**src/rtl/sprite_pkg.sv**
```systemverilog
// Shared types and constants for the sprite line scheduler: slot table,
// transparency code and controller states.
package sprite_pkg;

  localparam int         NUM_SLOTS   = 8;
  localparam int         SLOT_IDX_W  = $clog2(NUM_SLOTS);
  localparam logic [5:0] TRANSPARENT = 6'd63;

  typedef enum logic [1:0] {
    KIND_SAMUS   = 2'd0,
    KIND_MONSTER = 2'd1,
    KIND_POWERUP = 2'd2,
    KIND_BULLET  = 2'd3
  } kind_e;

  typedef enum logic [1:0] {
    IDLE  = 2'd0,
    SCAN  = 2'd1,
    FETCH = 2'd2,
    WRITE = 2'd3
  } state_e;

  // Fixed slot assignment: 0 samus, 1-3 monsters, 4 power-up, 5-7 bullets.
  function automatic kind_e slot_kind(input logic [SLOT_IDX_W-1:0] slot);
    kind_e k;
    case (slot)
      3'd0:                k = KIND_SAMUS;
      3'd1, 3'd2, 3'd3:    k = KIND_MONSTER;
      3'd4:                k = KIND_POWERUP;
      default:             k = KIND_BULLET;
    endcase
    return k;
  endfunction

endpackage

```
**src/rtl/sprite_line_scheduler_if.sv**
```systemverilog
// Sprite ROM fetch handshake and line-buffer write port of the scheduler.
interface sprite_line_scheduler_if;
  logic        rom_req;
  logic [16:0] rom_addr;
  logic        rom_ack;
  logic [5:0]  rom_data;
  logic        lb_we;
  logic [9:0]  lb_addr;
  logic [5:0]  lb_data;

  modport master (
    output rom_req, rom_addr, lb_we, lb_addr, lb_data,
    input  rom_ack, rom_data
  );

  modport slave (
    input  rom_req, rom_addr, lb_we, lb_addr, lb_data,
    output rom_ack, rom_data
  );
endinterface

```
**src/rtl/sprite_slot_hit.sv**
```systemverilog
// Vertical hit test for the currently selected slot plus sprite ROM
// address formation {kind, frame, row, col}.
module sprite_slot_hit
  import sprite_pkg::*;
#(
  parameter int SPRITE_H = 70
) (
  input  logic        en,
  input  logic [10:0] slot_y,
  input  logic [10:0] line_y,
  input  kind_e       kind,
  input  logic [1:0]  num,
  input  logic [6:0]  row,
  input  logic [5:0]  col,
  output logic        hit,
  output logic [6:0]  hit_row,
  output logic [16:0] addr
);

  logic [11:0] top;
  logic [11:0] bottom;
  logic [11:0] ly;

  // Widened by one bit so a sprite near the bottom of the range never wraps.
  always_comb begin
    top     = {1'b0, slot_y};
    bottom  = top + 12'(SPRITE_H);
    ly      = {1'b0, line_y};
    hit     = en && (ly >= top) && (ly < bottom);
    hit_row = 7'(line_y - slot_y);
    addr    = {kind, num, row, col};
  end

endmodule

```
**src/rtl/sprite_line_scheduler.sv**
```systemverilog
// Walks the eight sprite slots for one scanline, fetches visible sprite
// pixels from ROM and writes the opaque, on-screen ones into the line buffer.
module sprite_line_scheduler
  import sprite_pkg::*;
#(
  parameter int SPRITE_W = 45,
  parameter int SPRITE_H = 70,
  parameter int LINE_W   = 640
) (
  input  logic                     Clk,
  input  logic                     Reset,
  input  logic                     line_start,
  input  logic [10:0]              line_y,
  input  logic [NUM_SLOTS-1:0]     slot_en,
  input  logic [NUM_SLOTS*11-1:0]  slot_x,
  input  logic [NUM_SLOTS*11-1:0]  slot_y,
  input  logic [NUM_SLOTS*2-1:0]   slot_num,
  sprite_line_scheduler_if.master  bus,
  output logic                     busy,
  output logic                     line_done,
  output logic                     overrun
);

  state_e                state_q, state_d;
  logic [SLOT_IDX_W-1:0] slot_q, slot_d;
  logic [10:0]           line_y_q, line_y_d;
  logic [6:0]            row_q, row_d;
  logic [5:0]            col_q, col_d;
  logic [5:0]            data_q, data_d;
  logic [11:0]           x_q, x_d;
  logic                  line_done_q, line_done_d;
  logic                  overrun_q, overrun_d;

  logic [10:0] cur_x;
  logic [10:0] cur_y;
  logic [1:0]  cur_num;
  logic        cur_en;
  logic        hit;
  logic [6:0]  hit_row;
  logic [16:0] addr;
  logic        last_col;

  always_comb begin
    cur_x   = slot_x[int'(slot_q)*11 +: 11];
    cur_y   = slot_y[int'(slot_q)*11 +: 11];
    cur_num = slot_num[int'(slot_q)*2 +: 2];
    cur_en  = slot_en[slot_q];
  end

  sprite_slot_hit #(.SPRITE_H(SPRITE_H)) u_hit (
    .en      (cur_en),
    .slot_y  (cur_y),
    .line_y  (line_y_q),
    .kind    (slot_kind(slot_q)),
    .num     (cur_num),
    .row     (row_q),
    .col     (col_q),
    .hit     (hit),
    .hit_row (hit_row),
    .addr    (addr)
  );

  assign last_col = (col_q == 6'(SPRITE_W - 1));

  // NOTE: every signal gets its hold value first so no path can infer a latch.
  always_comb begin
    state_d     = state_q;
    slot_d      = slot_q;
    line_y_d    = line_y_q;
    row_d       = row_q;
    col_d       = col_q;
    data_d      = data_q;
    x_d         = x_q;
    line_done_d = 1'b0;
    overrun_d   = overrun_q;

    // A new request always wins; arriving mid-line it aborts the old line.
    if (line_start) begin
      if (state_q != IDLE) overrun_d = 1'b1;
      line_y_d = line_y;
      slot_d   = SLOT_IDX_W'(NUM_SLOTS - 1);
      state_d  = SCAN;
    end else begin
      case (state_q)
        SCAN: begin
          if (hit) begin
            row_d   = hit_row;
            col_d   = '0;
            state_d = FETCH;
          end else if (slot_q == '0) begin
            line_done_d = 1'b1;
            state_d     = IDLE;
          end else begin
            slot_d = slot_q - 1'b1;
          end
        end
        FETCH: begin
          if (bus.rom_ack) begin
            data_d  = bus.rom_data;
            x_d     = 12'(cur_x) + 12'(col_q);
            state_d = WRITE;
          end
        end
        WRITE: begin
          if (!last_col) begin
            col_d   = col_q + 1'b1;
            state_d = FETCH;
          end else if (slot_q == '0) begin
            line_done_d = 1'b1;
            state_d     = IDLE;
          end else begin
            slot_d  = slot_q - 1'b1;
            state_d = SCAN;
          end
        end
        default: ;
      endcase
    end
  end

  // NOTE: state registers use non-blocking assignments so all flops update together.
  always_ff @(posedge Clk) begin
    if (Reset) begin
      state_q     <= IDLE;
      slot_q      <= '0;
      line_y_q    <= '0;
      row_q       <= '0;
      col_q       <= '0;
      data_q      <= '0;
      x_q         <= '0;
      line_done_q <= 1'b0;
      overrun_q   <= 1'b0;
    end else begin
      state_q     <= state_d;
      slot_q      <= slot_d;
      line_y_q    <= line_y_d;
      row_q       <= row_d;
      col_q       <= col_d;
      data_q      <= data_d;
      x_q         <= x_d;
      line_done_q <= line_done_d;
      overrun_q   <= overrun_d;
    end
  end

  // Address and write buses are held at zero whenever they are not qualified.
  always_comb begin
    bus.rom_req  = (state_q == FETCH);
    bus.rom_addr = bus.rom_req ? addr : '0;
    bus.lb_we    = (state_q == WRITE) && (data_q != TRANSPARENT) && (x_q < 12'(LINE_W));
    bus.lb_addr  = bus.lb_we ? x_q[9:0] : '0;
    bus.lb_data  = bus.lb_we ? data_q : '0;
    busy         = (state_q != IDLE);
    line_done    = line_done_q;
    overrun      = overrun_q;
  end

endmodule

```
**src/flat_wrapper.sv**
```systemverilog
// flat-port wrapper written by rule: the top's interface ports become plain ports
module sprite_line_scheduler_flat import sprite_pkg::*;
#(
  parameter int SPRITE_W = 45,
  parameter int SPRITE_H = 70,
  parameter int LINE_W   = 640
)
  (Clk, Reset, line_start, line_y, slot_en, slot_x, slot_y, slot_num, busy, line_done, overrun, bus_rom_req, bus_rom_addr, bus_lb_we, bus_lb_addr, bus_lb_data, bus_rom_ack, bus_rom_data);
  sprite_line_scheduler_if bus_i ();
  input  logic Clk;
  input  logic Reset;
  input  logic line_start;
  input  logic [10:0] line_y;
  input  logic [NUM_SLOTS-1:0] slot_en;
  input  logic [NUM_SLOTS*11-1:0] slot_x;
  input  logic [NUM_SLOTS*11-1:0] slot_y;
  input  logic [NUM_SLOTS*2-1:0] slot_num;
  output logic busy;
  output logic line_done;
  output logic overrun;
  output wire logic [$bits(bus_i.rom_req)-1:0] bus_rom_req;
  output wire logic [$bits(bus_i.rom_addr)-1:0] bus_rom_addr;
  output wire logic [$bits(bus_i.lb_we)-1:0] bus_lb_we;
  output wire logic [$bits(bus_i.lb_addr)-1:0] bus_lb_addr;
  output wire logic [$bits(bus_i.lb_data)-1:0] bus_lb_data;
  input wire logic [$bits(bus_i.rom_ack)-1:0] bus_rom_ack;
  input wire logic [$bits(bus_i.rom_data)-1:0] bus_rom_data;
  assign bus_rom_req = bus_i.rom_req;
  assign bus_rom_addr = bus_i.rom_addr;
  assign bus_lb_we = bus_i.lb_we;
  assign bus_lb_addr = bus_i.lb_addr;
  assign bus_lb_data = bus_i.lb_data;
  assign bus_i.rom_ack = bus_rom_ack;
  assign bus_i.rom_data = bus_rom_data;
  sprite_line_scheduler #(.SPRITE_W(SPRITE_W), .SPRITE_H(SPRITE_H), .LINE_W(LINE_W)) u_core (.Clk(Clk), .Reset(Reset), .line_start(line_start), .line_y(line_y), .slot_en(slot_en), .slot_x(slot_x), .slot_y(slot_y), .slot_num(slot_num), .bus(bus_i), .busy(busy), .line_done(line_done), .overrun(overrun));
endmodule
```
**config.mk**
```make
export PLATFORM = sky130hd
export DESIGN_NAME = sprite_line_scheduler_flat
export DESIGN_NICKNAME = d
export VERILOG_FILES = /design/src/rtl/sprite_pkg.sv /design/src/rtl/sprite_line_scheduler_if.sv /design/src/rtl/sprite_slot_hit.sv /design/src/rtl/sprite_line_scheduler.sv /design/src/flat_wrapper.sv
export SDC_FILE = /design/constraint.sdc
export NUM_CORES = 1
export LEC_CHECK = 0
export CAP_MARGIN = 20
export CORE_ASPECT_RATIO = 1.4
export CORE_MARGIN = 10
export CORE_UTILIZATION = 55
export DETAILED_ROUTE_END_ITERATION = 12
export DONT_BUFFER_PORTS = 1
export PLACE_DENSITY = 0.74
export SYNTH_ARGS = -nofsm -noshare
export SYNTH_HDL_FRONTEND = slang
export SYNTH_SLANG_ARGS = --single-unit
export TNS_END_PERCENT = 100
```
**constraint.sdc**
```tcl
create_clock -name Clk -period 6.06 [get_ports Clk]
set_input_delay 0 -clock Clk [delete_from_list [all_inputs] [get_ports Clk]]
set_output_delay 0 -clock Clk [all_outputs]
set_load 0.01 [all_outputs]
```
==> metrics.md <==
| Metric | Value |
|---|---|
| CTS root buffer | clkbuf_16 |
| DR WL/cell | 27.5 um |
| Count of cell types in the netlist | 62 |
| Main combinational cell family by area after synthesis | multiplexers |
| Router iterations before antenna repair | 4 |
| Crit Path Class | reg2reg |
| Placed instance area | 0.00497 mm2 |
| Number of synthesized flops with an enable pin | 0 |
| Tightest Hold Check Type | in2reg |
| Hold Slack | roughly 0.027 ns |
| Power Density | about 260 mW/mm2 |
| CTS tree | built |
| Final setup vio count | 0 |
| GR Overflow Total | 0 |
| Core area | just under 0.009 mm2 |
| Total CTS buffers | 5 |
| Top cells by area, synth | mux4_2, dfxtp_1, ha_1 |
| Area delta synth->final | 7.40% |
| Die area | 0.0133 mm2 |
| Largest net degree at the start of global routing | 50 |
| Initial Utilization | 55.7% |
| Post-detail-place hpwl | 14.7 mm |
| Share of cells above drive strength 1 | 16.2% |
| XOR/XNOR share of the synthesized area | 3.17% |
| DIE WIDTH | 100 um |
| Antenna violations before repair | 4 |
| Final TNS setup | 0 ns |
| Clock net sink count | approximately 50 |
| Slew Viols, Final | 0 |
| Vias per cell | 6.65 |
| Worst-path clk slew | 0.07 ns |
| Mapped Area | 0.00497 mm2 |
| Post-CTS setup repair buffer count | 0 |
| Synth Area per Inst | slightly below 10 um2 |
| Slew margin rel. | a little under a third |
| Synth top area share | 21.8% |
| Static Leak | 0.00201 uW |
| RSZ-0062 raised after global routing | false |
| Simple-Gate Fraction of Synth Area | 17.7% |
| Design area | 0.00534 mm2 |
| Max_cap viols | 0 |
| # rows | 41 |
| Final nets | 774 |
| Vias in the first global route | between 4000 and 5000 |
| Worst EP arrival | around 4.8 ns |
| Clk_lat worst skew | approximately 0.29 ns |
| #FFs+latches synth | 49 |
| Most common flop cell mapped by yosys | dfxtp_1 |
| Top Ports | 259 |
| Compound-Gate Fraction of Synth Area | 12.0% |
| DRC errors left | 0 |
| Post-Synth Adder-Cell Area | between 10% and 20% |
| Final worst path period need | 4.62 ns |
| Max rail drop VDD | 0.000153 V |
| Htree depth | 2 |
| Post-synthesis cell count | 510 |
| GRT Total Usage | between 20 and 25% |
| Post-Syn Nets | 772 |
| Crit-path max FO | 37 |
| Mux share of post-synthesis cell area | 31.9% |
| DRT iter0 DRCs | roughly 230 |
| Sequential-to-total area share from yosys stat | 19.7% |
| F_max | 0.217 GHz |
| RePlAce Congestion | 0.956 |
| Crit. End Element | flop |
| Status | finished clean |
| Most frequent cell after synthesis | dfxtp_1 |
| CP Launch Type | flop |
| Asr flop ratio synth | 0% |
| Port buffer count | 0 |
| Worst-margin pin slew | approximately 1.0 ns |
| Synth top cells by count | dfxtp_1, mux4_2, nor2_1, nand2_1, ha_1 |
| Die height | between 100 and 150 um |
| First-pass GRT wire length | ~25 mm |
| Total of warnings raised by yosys | 0 |
| Clk_skew | 0.00658 ns |
| Final Hold Viols | 0 |
| Area leader, netlist | mux4_2 |
| Drt total wl | approximately 17 mm |
| WP data required | 6.24 ns |
| CTS Buffer Depth | 2 |
| Routed via count | 4135 |
| Period utilisation layout | 76.2% |
| Antenna-violating nets left | 0 |
==> flip-flops by register name, summed over array words and instances (netlist names) <==
| signal | count |
|---|---|
| u_core.x_q | 12 |
| u_core.line_y_q | 11 |
| u_core.row_q | 7 |
| u_core.col_q | 6 |
| u_core.data_q | 6 |
| u_core.slot_q | 3 |
| u_core.state_q | 2 |
| u_core.line_done | 1 |
| u_core.overrun | 1 |
==> cells in the final DEF (no fill, tap or decap), types with 2 or more instances in the layout <==
| cell | n |
|---|---|
| a31oi_1 | 3 |
| mux2i_2 | 4 |
| and3_1 | 4 |
| mux4_2 | 48 |
| o21ai_0 | 11 |
| buf_4 | 3 |
| inv_1 | 19 |
| mux2i_1 | 27 |
| a21oi_1 | 37 |
| a211oi_1 | 8 |
| nor4_1 | 3 |
| diode_2 | 2 |
| dfxtp_2 | 2 |
| mux2i_4 | 2 |
| ha_1 | 38 |
| mux2_2 | 6 |
| nor3_1 | 9 |
| mux4_1 | 2 |
| or2_1 | 2 |
| dlygate4sd3_1 | 20 |
| xor2_1 | 5 |
| xnor2_1 | 13 |
| nor2b_1 | 9 |
| nor2_1 | 44 |
| nand2_1 | 43 |
| a21o_1 | 4 |
| o21a_1 | 7 |
| nand2b_1 | 10 |
| and2_1 | 30 |
| nand3_1 | 10 |
| nand2_2 | 2 |
| clkbuf_16 | 5 |
| dfxtp_1 | 46 |
| nand4_1 | 3 |
| fa_1 | 3 |
==> report_power, final <==
group | total (uW) | switching, uW | internal (uW)
clock | 275 | 122 | 154
sequential | 395 | 54.1 | 341
combinational | 697 | 346 | 351
==> cells by family (layout without fill, tap and decap cells) <==
kind of cell | after synthesis | count (layout)
AND/OR/NAND/NOR | 176 | 176
other | 0 | 2
multiplexers | 90 | 90
buffers and inverters | 49 | 52
AO/OA/AOI/OAI | 87 | 87
adder cells (fa/ha/maj) | 41 | 41
flip-flops | 49 | 49
XOR/XNOR | 18 | 18
==> per-layer routing <==
layer	GRT usage [%]	routed length [um]
met1	25.5	5790
met2	43.0	8910
met3	10.7	1950
met4	6.14	444
met5	0	41
==> critical path, stage by stage, from the launching register on <==
cell	delay, ns
dfxtp_4	0.77
mux4_2	0.57
mux2i_1	0.44
ha_1	0.35
o41ai_4	0.13
xor2_1	0.16
ha_1	0.30
and3_1	0.20
a221o_1	0.29
a31oi_1	0.14
o21a_1	0.27
o21ai_4	0.09
and2_4	0.19
a211oi_1	0.23
mux2_1	0.34
==> cell type report <==
type	count	area, um2
repair buffers	24	243
inverters	20	75.1
clock inverters	2	13.8
clock buffers	6	129
flip-flops and latches	49	987
multi-input cells	412	3750
fillers	749	3590
diodes	2	5.00
well taps	107	134
==> timing repair <==
item | in CTS | in global routing
hold endpoints to repair | 49 | 1
resized for setup | 0 | 0
hold buffers | 20 | 1
==> path summary, 6_finish.rpt <==
check / from / to / slack (ns) / cells after the start
setup / recovery: u_core.slot_q[0]$_SDFFE_PP0P_ / u_core.state_q[0]$_SDFFE_PP0P_ / 1.44 / 14
hold / removal: Reset / u_core.x_q[11]$_SDFFE_PP0P_ / 0.03 / 2
setup reg to reg: u_core.slot_q[0]$_SDFFE_PP0P_ / u_core.state_q[0]$_SDFFE_PP0P_ / 1.44 / 14
hold reg to reg: u_core.x_q[3]$_SDFFE_PP0P_ / u_core.x_q[3]$_SDFFE_PP0P_ / 0.45 / 2
==> stage by stage <==
stage	setup slack [ns]	instances	power [uW]	utilization, %
3_3_place_gp	1.55	591	1050	55.7
2_1_floorplan	1.53	510	963	-
3_5_place_dp	1.46	591	1070	55.7
5_1_grt	1.08	621	1460	59.8
4_1_cts	1.43	619	1370	59.6
6_report	1.44	622	1370	59.8
Note: power is estimated with default switching activity, not from simulation.
